<file path="src/rtl/nibble_serial_subtractor.sv">
// rtl/nibble_serial_subtractor.sv - nibble-serial borrow-lookahead subtractor
//
// Computes diff = a - b - bin over WIDTH bits, one 4-bit nibble per clock
// using a borrow-lookahead slice, with the borrow registered between nibbles.
//
// Ports:
//   clk, rst            rising-edge clock, synchronous active-high reset
//   in_valid/in_ready   operand handshake (a, b, bin)
//   a, b, bin           minuend, subtrahend, borrow-in
//   out_valid/out_ready result handshake
//   diff                a - b - bin modulo 2^WIDTH
//   bout                final borrow-out (unsigned underflow)
//   ovf                 signed overflow
//   zero                diff == 0
module nibble_serial_subtractor #(
    parameter int WIDTH = 16
) (
    input  logic             clk,
    input  logic             rst,
    input  logic             in_valid,
    output logic             in_ready,
    input  logic [WIDTH-1:0] a,
    input  logic [WIDTH-1:0] b,
    input  logic             bin,
    output logic             out_valid,
    input  logic             out_ready,
    output logic [WIDTH-1:0] diff,
    output logic             bout,
    output logic             ovf,
    output logic             zero
);

    localparam int NIB  = WIDTH / 4;
    localparam int IDXW = (NIB > 1) ? $clog2(NIB) : 1;

    typedef enum logic [1:0] {
        IDLE = 2'd0,
        CALC = 2'd1,
        DONE = 2'd2
    } state_t;

    state_t            state_q, state_d;
    logic [WIDTH-1:0]  a_q, a_d;
    logic [WIDTH-1:0]  b_q, b_d;
    logic [WIDTH-1:0]  diff_q, diff_d;
    logic [IDXW-1:0]   idx_q, idx_d;
    logic              br_q, br_d;
    logic              bout_q, bout_d;
    logic              ovf_q, ovf_d;
    logic              zero_q, zero_d;

    // Current nibble slice and its lookahead terms.
    logic [3:0] an, bn, g, p, dn;
    logic       br0, br1, br2, br3, br4;

    always_comb begin
        an = '0;
        bn = '0;
        for (int n = 0; n < NIB; n++) begin
            if (idx_q == IDXW'(n)) begin
                an = a_q[4*n +: 4];
                bn = b_q[4*n +: 4];
            end
        end

        // A bit generates a borrow when a_i=0,b_i=1 and propagates an
        // incoming borrow when a_i==b_i.
        g = ~an & bn;
        p = ~(an ^ bn);

        // Every borrow is a flat sum of products of g/p and the registered
        // borrow, so no borrow depends on another within the nibble.
        br0 = br_q;
        br1 = g[0] | (p[0] & br0);
        br2 = g[1] | (p[1] & g[0]) | (p[1] & p[0] & br0);
        br3 = g[2] | (p[2] & g[1]) | (p[2] & p[1] & g[0])
            | (p[2] & p[1] & p[0] & br0);
        br4 = g[3] | (p[3] & g[2]) | (p[3] & p[2] & g[1])
            | (p[3] & p[2] & p[1] & g[0]) | (p[3] & p[2] & p[1] & p[0] & br0);

        dn = an ^ bn ^ {br3, br2, br1, br0};
    end

    always_comb begin
        state_d = state_q;
        a_d     = a_q;
        b_d     = b_q;
        diff_d  = diff_q;
        idx_d   = idx_q;
        br_d    = br_q;
        bout_d  = bout_q;
        ovf_d   = ovf_q;
        zero_d  = zero_q;

        case (state_q)
            IDLE: begin
                if (in_valid) begin
                    a_d     = a;
                    b_d     = b;
                    br_d    = bin;
                    idx_d   = '0;
                    state_d = CALC;
                end
            end
            CALC: begin
                for (int n = 0; n < NIB; n++) begin
                    if (idx_q == IDXW'(n)) begin
                        diff_d[4*n +: 4] = dn;
                    end
                end
                br_d  = br4;
                idx_d = idx_q + IDXW'(1);
                if (idx_q == IDXW'(NIB - 1)) begin
                    // Flags are computed from the fully assembled result.
                    idx_d   = '0;
                    bout_d  = br4;
                    ovf_d   = (a_q[WIDTH-1] ^ b_q[WIDTH-1])
                            & (a_q[WIDTH-1] ^ diff_d[WIDTH-1]);
                    zero_d  = (diff_d == '0);
                    state_d = DONE;
                end
            end
            DONE: begin
                if (out_ready) begin
                    state_d = IDLE;
                end
            end
            default: begin
                state_d = IDLE;
            end
        endcase
    end

    always_ff @(posedge clk) begin
        if (rst) begin
            state_q <= IDLE;
            a_q     <= '0;
            b_q     <= '0;
            diff_q  <= '0;
            idx_q   <= '0;
            br_q    <= 1'b0;
            bout_q  <= 1'b0;
            ovf_q   <= 1'b0;
            zero_q  <= 1'b0;
        end else begin
            state_q <= state_d;
            a_q     <= a_d;
            b_q     <= b_d;
            diff_q  <= diff_d;
            idx_q   <= idx_d;
            br_q    <= br_d;
            bout_q  <= bout_d;
            ovf_q   <= ovf_d;
            zero_q  <= zero_d;
        end
    end

    assign in_ready  = (state_q == IDLE);
    assign out_valid = (state_q == DONE);
    assign diff      = diff_q;
    assign bout      = bout_q;
    assign ovf       = ovf_q;
    assign zero      = zero_q;

endmodule

</file>
<file path="config.mk">
export PLATFORM = sky130hd
export DESIGN_NAME = nibble_serial_subtractor
export DESIGN_NICKNAME = d
export VERILOG_FILES = /design/src/rtl/nibble_serial_subtractor.sv
export SDC_FILE = /design/constraint.sdc
export NUM_CORES = 1
export LEC_CHECK = 0
export ABC_AREA = 1
export BUFFER_PORTS_ARGS = -buffer_cell sky130_fd_sc_hd__buf_2
export CORE_UTILIZATION = 30
export CTS_BUF_LIST = sky130_fd_sc_hd__clkbuf_16
export CTS_CLUSTER_DIAMETER = 30
export DETAILED_ROUTE_END_ITERATION = 7
export PLACE_DENSITY = 0.56
export SETUP_SLACK_MARGIN = 0.15
export SLEW_MARGIN = 25
export SYNTH_ARGS = -nofsm -noshare
export SYNTH_HDL_FRONTEND = slang
export SYNTH_SLANG_ARGS = --single-unit
</file>
<file path="constraint.sdc">
create_clock -name clk -period 2.95 [get_ports clk]
set_input_delay 0.4425 -clock clk [delete_from_list [all_inputs] [get_ports clk]]
set_output_delay 0.4425 -clock clk [all_outputs]
set_load 0.1 [all_outputs]
</file>
==> out/qor.txt <==
GLOBAL ROUTING
----------------------------------------------------------------------------------------------------
Initial antenna violation count .......................................................            0
Combined global-route utilization of all metal layers .................................       0.1583
First-pass GRT wire length ............................................................    12,270 um
Grt ovf ...............................................................................            0
Via count of the first global-routing pass ............................................        2,566
Pin count of the biggest net entering global routing ..................................           49

LOGIC SYNTHESIS
----------------------------------------------------------------------------------------------------
Cell type with the highest aggregate area in the netlist .............................. sky130_fd_sc_hd__dfxtp_1
Warning count from the yosys run ......................................................            0
Net count of the mapped netlist .......................................................          448
Yosys reg bits ........................................................................           56
Gate count of the mapped netlist ......................................................          401
Count of cell types in the netlist ....................................................           30
Share of synthesized area occupied by flip-flops and latches ..........................       0.4022
Area share of the largest cell type after synthesis ...................................       0.4022
Netlist area before placement .........................................................    2788 um^2
Post-Synthesis Mean Instance Area .....................................................   6.952 um^2
Largest cells by area after synthesis ................................................. sky130_fd_sc_hd__dfxtp_1 40%, sky130_fd_sc_hd__nor2_1 11%, sky130_fd_sc_hd__o21ai_0 9.2%

DETAILED ROUTING
----------------------------------------------------------------------------------------------------
Antenna Violating Nets Remaining ......................................................            0
WL per Instance .......................................................................     12.72 um
Via total after detailed routing ......................................................        2,646
Detailed-routing iteration count for the pre-antenna-repair pass ......................            8
Number of design rule violations left after detail routing ............................            3
Vias per Instance .....................................................................        4.700
Total Wirelength ......................................................................      7163 um
DRT iter0 DRCs ........................................................................           89

PLACE
----------------------------------------------------------------------------------------------------
Count of port buffers added during placement ..........................................           57
Cell total after placement ............................................................          554
DP Worst Slack ........................................................................   0.03419 ns
Detail Placement HPWL .................................................................      5382 um
Dpl cell area .........................................................................    3182 um^2
Final weighted congestion of routability-driven global placement ......................       0.8392

PWR
----------------------------------------------------------------------------------------------------
Overall power consumption .............................................................     2.099 mW
Max IR drop VDD .......................................................................    0.2744 mV
Leakage power figure ..................................................................     1.653 nW
Total power divided by cell area ...................................................... 611.5 nW/um^2

TIMING
----------------------------------------------------------------------------------------------------
Aggregate negative setup slack ........................................................         0 ns
Fin. Hold Viols .......................................................................            0
Hold WS ...............................................................................    0.3927 ns
Time the final worst path needs with I/O delays and setup .............................     2.637 ns
Max frequency .........................................................................    379.2 MHz
Smallest setup slack after layout .....................................................    0.3127 ns
Unrepaired setup endpoints after global routing .......................................        false
Pin slew with the least headroom to its limit .........................................    0.5581 ns
Max-slew violation total from the final report ........................................            0
Final setup violation count ...........................................................            0
Final worst-path cycle share ..........................................................       0.8940
Relative slew slack ...................................................................       0.6271
Worst Clk Skew ........................................................................  0.006309 ns

CLOCK TREE
----------------------------------------------------------------------------------------------------
TritonCTS clock tree ..................................................................         done
Clock Sinks ...........................................................................           56
Source-to-sink clock delay at the later pin of the worst-skew pair ....................      0.29 ns
Clock-pin slew reported for the worst setup and hold paths after clock tree synthesis .      0.07 ns
Total clock buffers created by CTS ....................................................            5
Buffers from clock root to sink, at most ..............................................            2
Hold bufs inserted after CTS ..........................................................            0
Root buffer cell ...................................................................... sky130_fd_sc_hd__clkbuf_16
CTS HTree Levels ......................................................................            2

FLOW RUN
----------------------------------------------------------------------------------------------------
Maxcap violations .....................................................................            0

WORST SETUP PATH
----------------------------------------------------------------------------------------------------
Class of the most critical setup path .................................................      reg2reg
CP endpoint kind ......................................................................    flip-flop
Startpoint kind of the worst setup timing path ........................................    flip-flop
Critical path data arrival time .......................................................      2.87 ns
Most common cell on crit path ......................................................... sky130_fd_sc_hd__nand3_1
Crit path required time ...............................................................      3.18 ns
Slowest Stage Delay on Critical Path ..................................................      0.50 ns
Worst Path Max Fanout .................................................................            8
Cell chain of the critical path ....................................................... inv_4 > ha_4 > clkinvlp_4 > nand3_2 > nand2_1 > a22oi_2 > inv_2 > fa_2 > inv_2 > nand2_1 > o21ai_1 > nand3_1 > nor2_1 > nand3_1 > nor2_1 > nand3_1 > a21oi_2
Cell with the largest stage delay on the worst path ................................... sky130_fd_sc_hd__fa_2

CELLS AND AREA
----------------------------------------------------------------------------------------------------
Layout area overhead ..................................................................       23.11%
Count of inserted antenna diode cells .................................................            0
Final non-filler cell total ...........................................................          563
Commonest non-fill, non-tap cell in the layout ........................................ sky130_fd_sc_hd__nor2_1
Final Core Density ....................................................................       0.3879
Final Net Count .......................................................................          501
Final Cell Area .......................................................................    3432 um^2
Fraction of final layout cells sized beyond drive strength 1 ..........................       0.2484
Most frequent cells in the layout ..................................................... 78 x sky130_fd_sc_hd__nor2_1, 57 x sky130_fd_sc_hd__buf_2, 54 x sky130_fd_sc_hd__dfxtp_1, 52 x sky130_fd_sc_hd__nand2_1, 48 x sky130_fd_sc_hd__o21ai_0

FLOORPLAN
----------------------------------------------------------------------------------------------------
Floorplan die height ..................................................................     98.40 um
Die area ..............................................................................    9682 um^2
I/O pins ..............................................................................           58
Starting Density ......................................................................       0.3150
Area inside the core boundary .........................................................    8848 um^2
FP Rows ...............................................................................           34
Die Width .............................................................................     98.40 um

RUN STATUS
----------------------------------------------------------------------------------------------------
Outcome ............................................................................... finished with violations
Failing checks ........................................................................ design-rule violations

WORST HOLD PATH
----------------------------------------------------------------------------------------------------
Worst min-delay path class ............................................................       in2reg

==> final cells by class <==
class                           count  area [um^2]
Timing Repair Buffer               67        364.1
Clock inverter                      3        17.52
Clock buffer                        5        125.1
Inverter                           41        160.2
Fill cell                         970         5416
Multi-Input combinational cell    283         1501
Sequential cell                    56         1129
Tap cell                          108        135.1
==> worst max-delay path: cells and delay by family, from the launching register on <==
| kind | cells | cell delay (ns) |
|---|---|---|
| AOI/OAI and AO/OA | 3 | 0.41 |
| adders and majority gates | 2 | 0.68 |
| and+or+nand+nor | 8 | 0.74 |
| DFF | 1 | 0.37 |
| buffers and inverters | 4 | 0.36 |
==> state kept, by name, summed over array words and instances, names as in the netlist <==
name,cells
state_q,2
diff,16
bout,1
ovf,1
a_q,16
br0,1
zero,1
b_q,16
idx_q,2
==> cells in the mapped netlist <==
master,n
sky130_fd_sc_hd__o31ai_1,1
sky130_fd_sc_hd__a21o_1,1
sky130_fd_sc_hd__buf_1,2
sky130_fd_sc_hd__ha_1,9
sky130_fd_sc_hd__nor2_2,1
sky130_fd_sc_hd__nor2_4,1
sky130_fd_sc_hd__a21oi_1,32
sky130_fd_sc_hd__nand3_2,4
sky130_fd_sc_hd__a31oi_1,1
sky130_fd_sc_hd__inv_2,2
sky130_fd_sc_hd__or2_2,5
sky130_fd_sc_hd__dfxtp_1,56
sky130_fd_sc_hd__nand3_1,21
sky130_fd_sc_hd__fa_1,1
sky130_fd_sc_hd__nand2_1,52
sky130_fd_sc_hd__nand2_2,5
sky130_fd_sc_hd__o21bai_1,1
sky130_fd_sc_hd__buf_4,1
sky130_fd_sc_hd__nor3_1,1
sky130_fd_sc_hd__buf_2,9
sky130_fd_sc_hd__a21oi_2,1
sky130_fd_sc_hd__nand4_1,1
sky130_fd_sc_hd__nor2_1,79
sky130_fd_sc_hd__clkbuf_1,9
sky130_fd_sc_hd__o21ai_1,3
sky130_fd_sc_hd__a22oi_1,2
sky130_fd_sc_hd__o21ai_0,51
sky130_fd_sc_hd__o21a_1,3
sky130_fd_sc_hd__inv_1,39
sky130_fd_sc_hd__o211ai_1,7
==> cell families after synthesis <==
family / Yosys count / synth area share
and+or+nand+nor: 170 / 0.2612
AOI/OAI and AO/OA: 103 / 0.2002
buffers and inverters: 62 / 0.08887
DFF: 56 / 0.4022
adders and majority gates: 10 / 0.04758
==> path summary, 6_finish.rpt <==
kind	start	endpoint	slack [ns]	cells past startpoint
max	idx_q[1]	zero	0.31	17
min	b[13]	b_q[13]	0.39	3
max reg2reg	idx_q[1]	zero	0.31	17
min reg2reg	a_q[8]	a_q[8]	0.48	2
==> routing by layer <==
metal / vias up / track usage / wire, um
li1: 1408 / - / -
met1: 1181 / 0.2086 / 3386
met2: 50 / 0.2687 / 3386
met3: 7 / 0.02649 / 278
met4: 0 / 0.04018 / 112
met5: - / 0 / 0
==> repair_timing <==
action	in CTS	in global routing
buffers inserted	0	1
pin swaps	0	5
setup endpoints to repair	5	9
endpoints found under the hold margin	0	0
gates resized for setup	4	27
==> where the power goes <==
part | internal, mW | leakage (nW) | total [mW] | switching (mW)
clock network | 0.314 | 0.0716 | 0.588 | 0.274
registers | 0.814 | 0.463 | 0.855 | 0.0407
logic | 0.212 | 1.12 | 0.655 | 0.444
(Power assumes the default switching activity.)
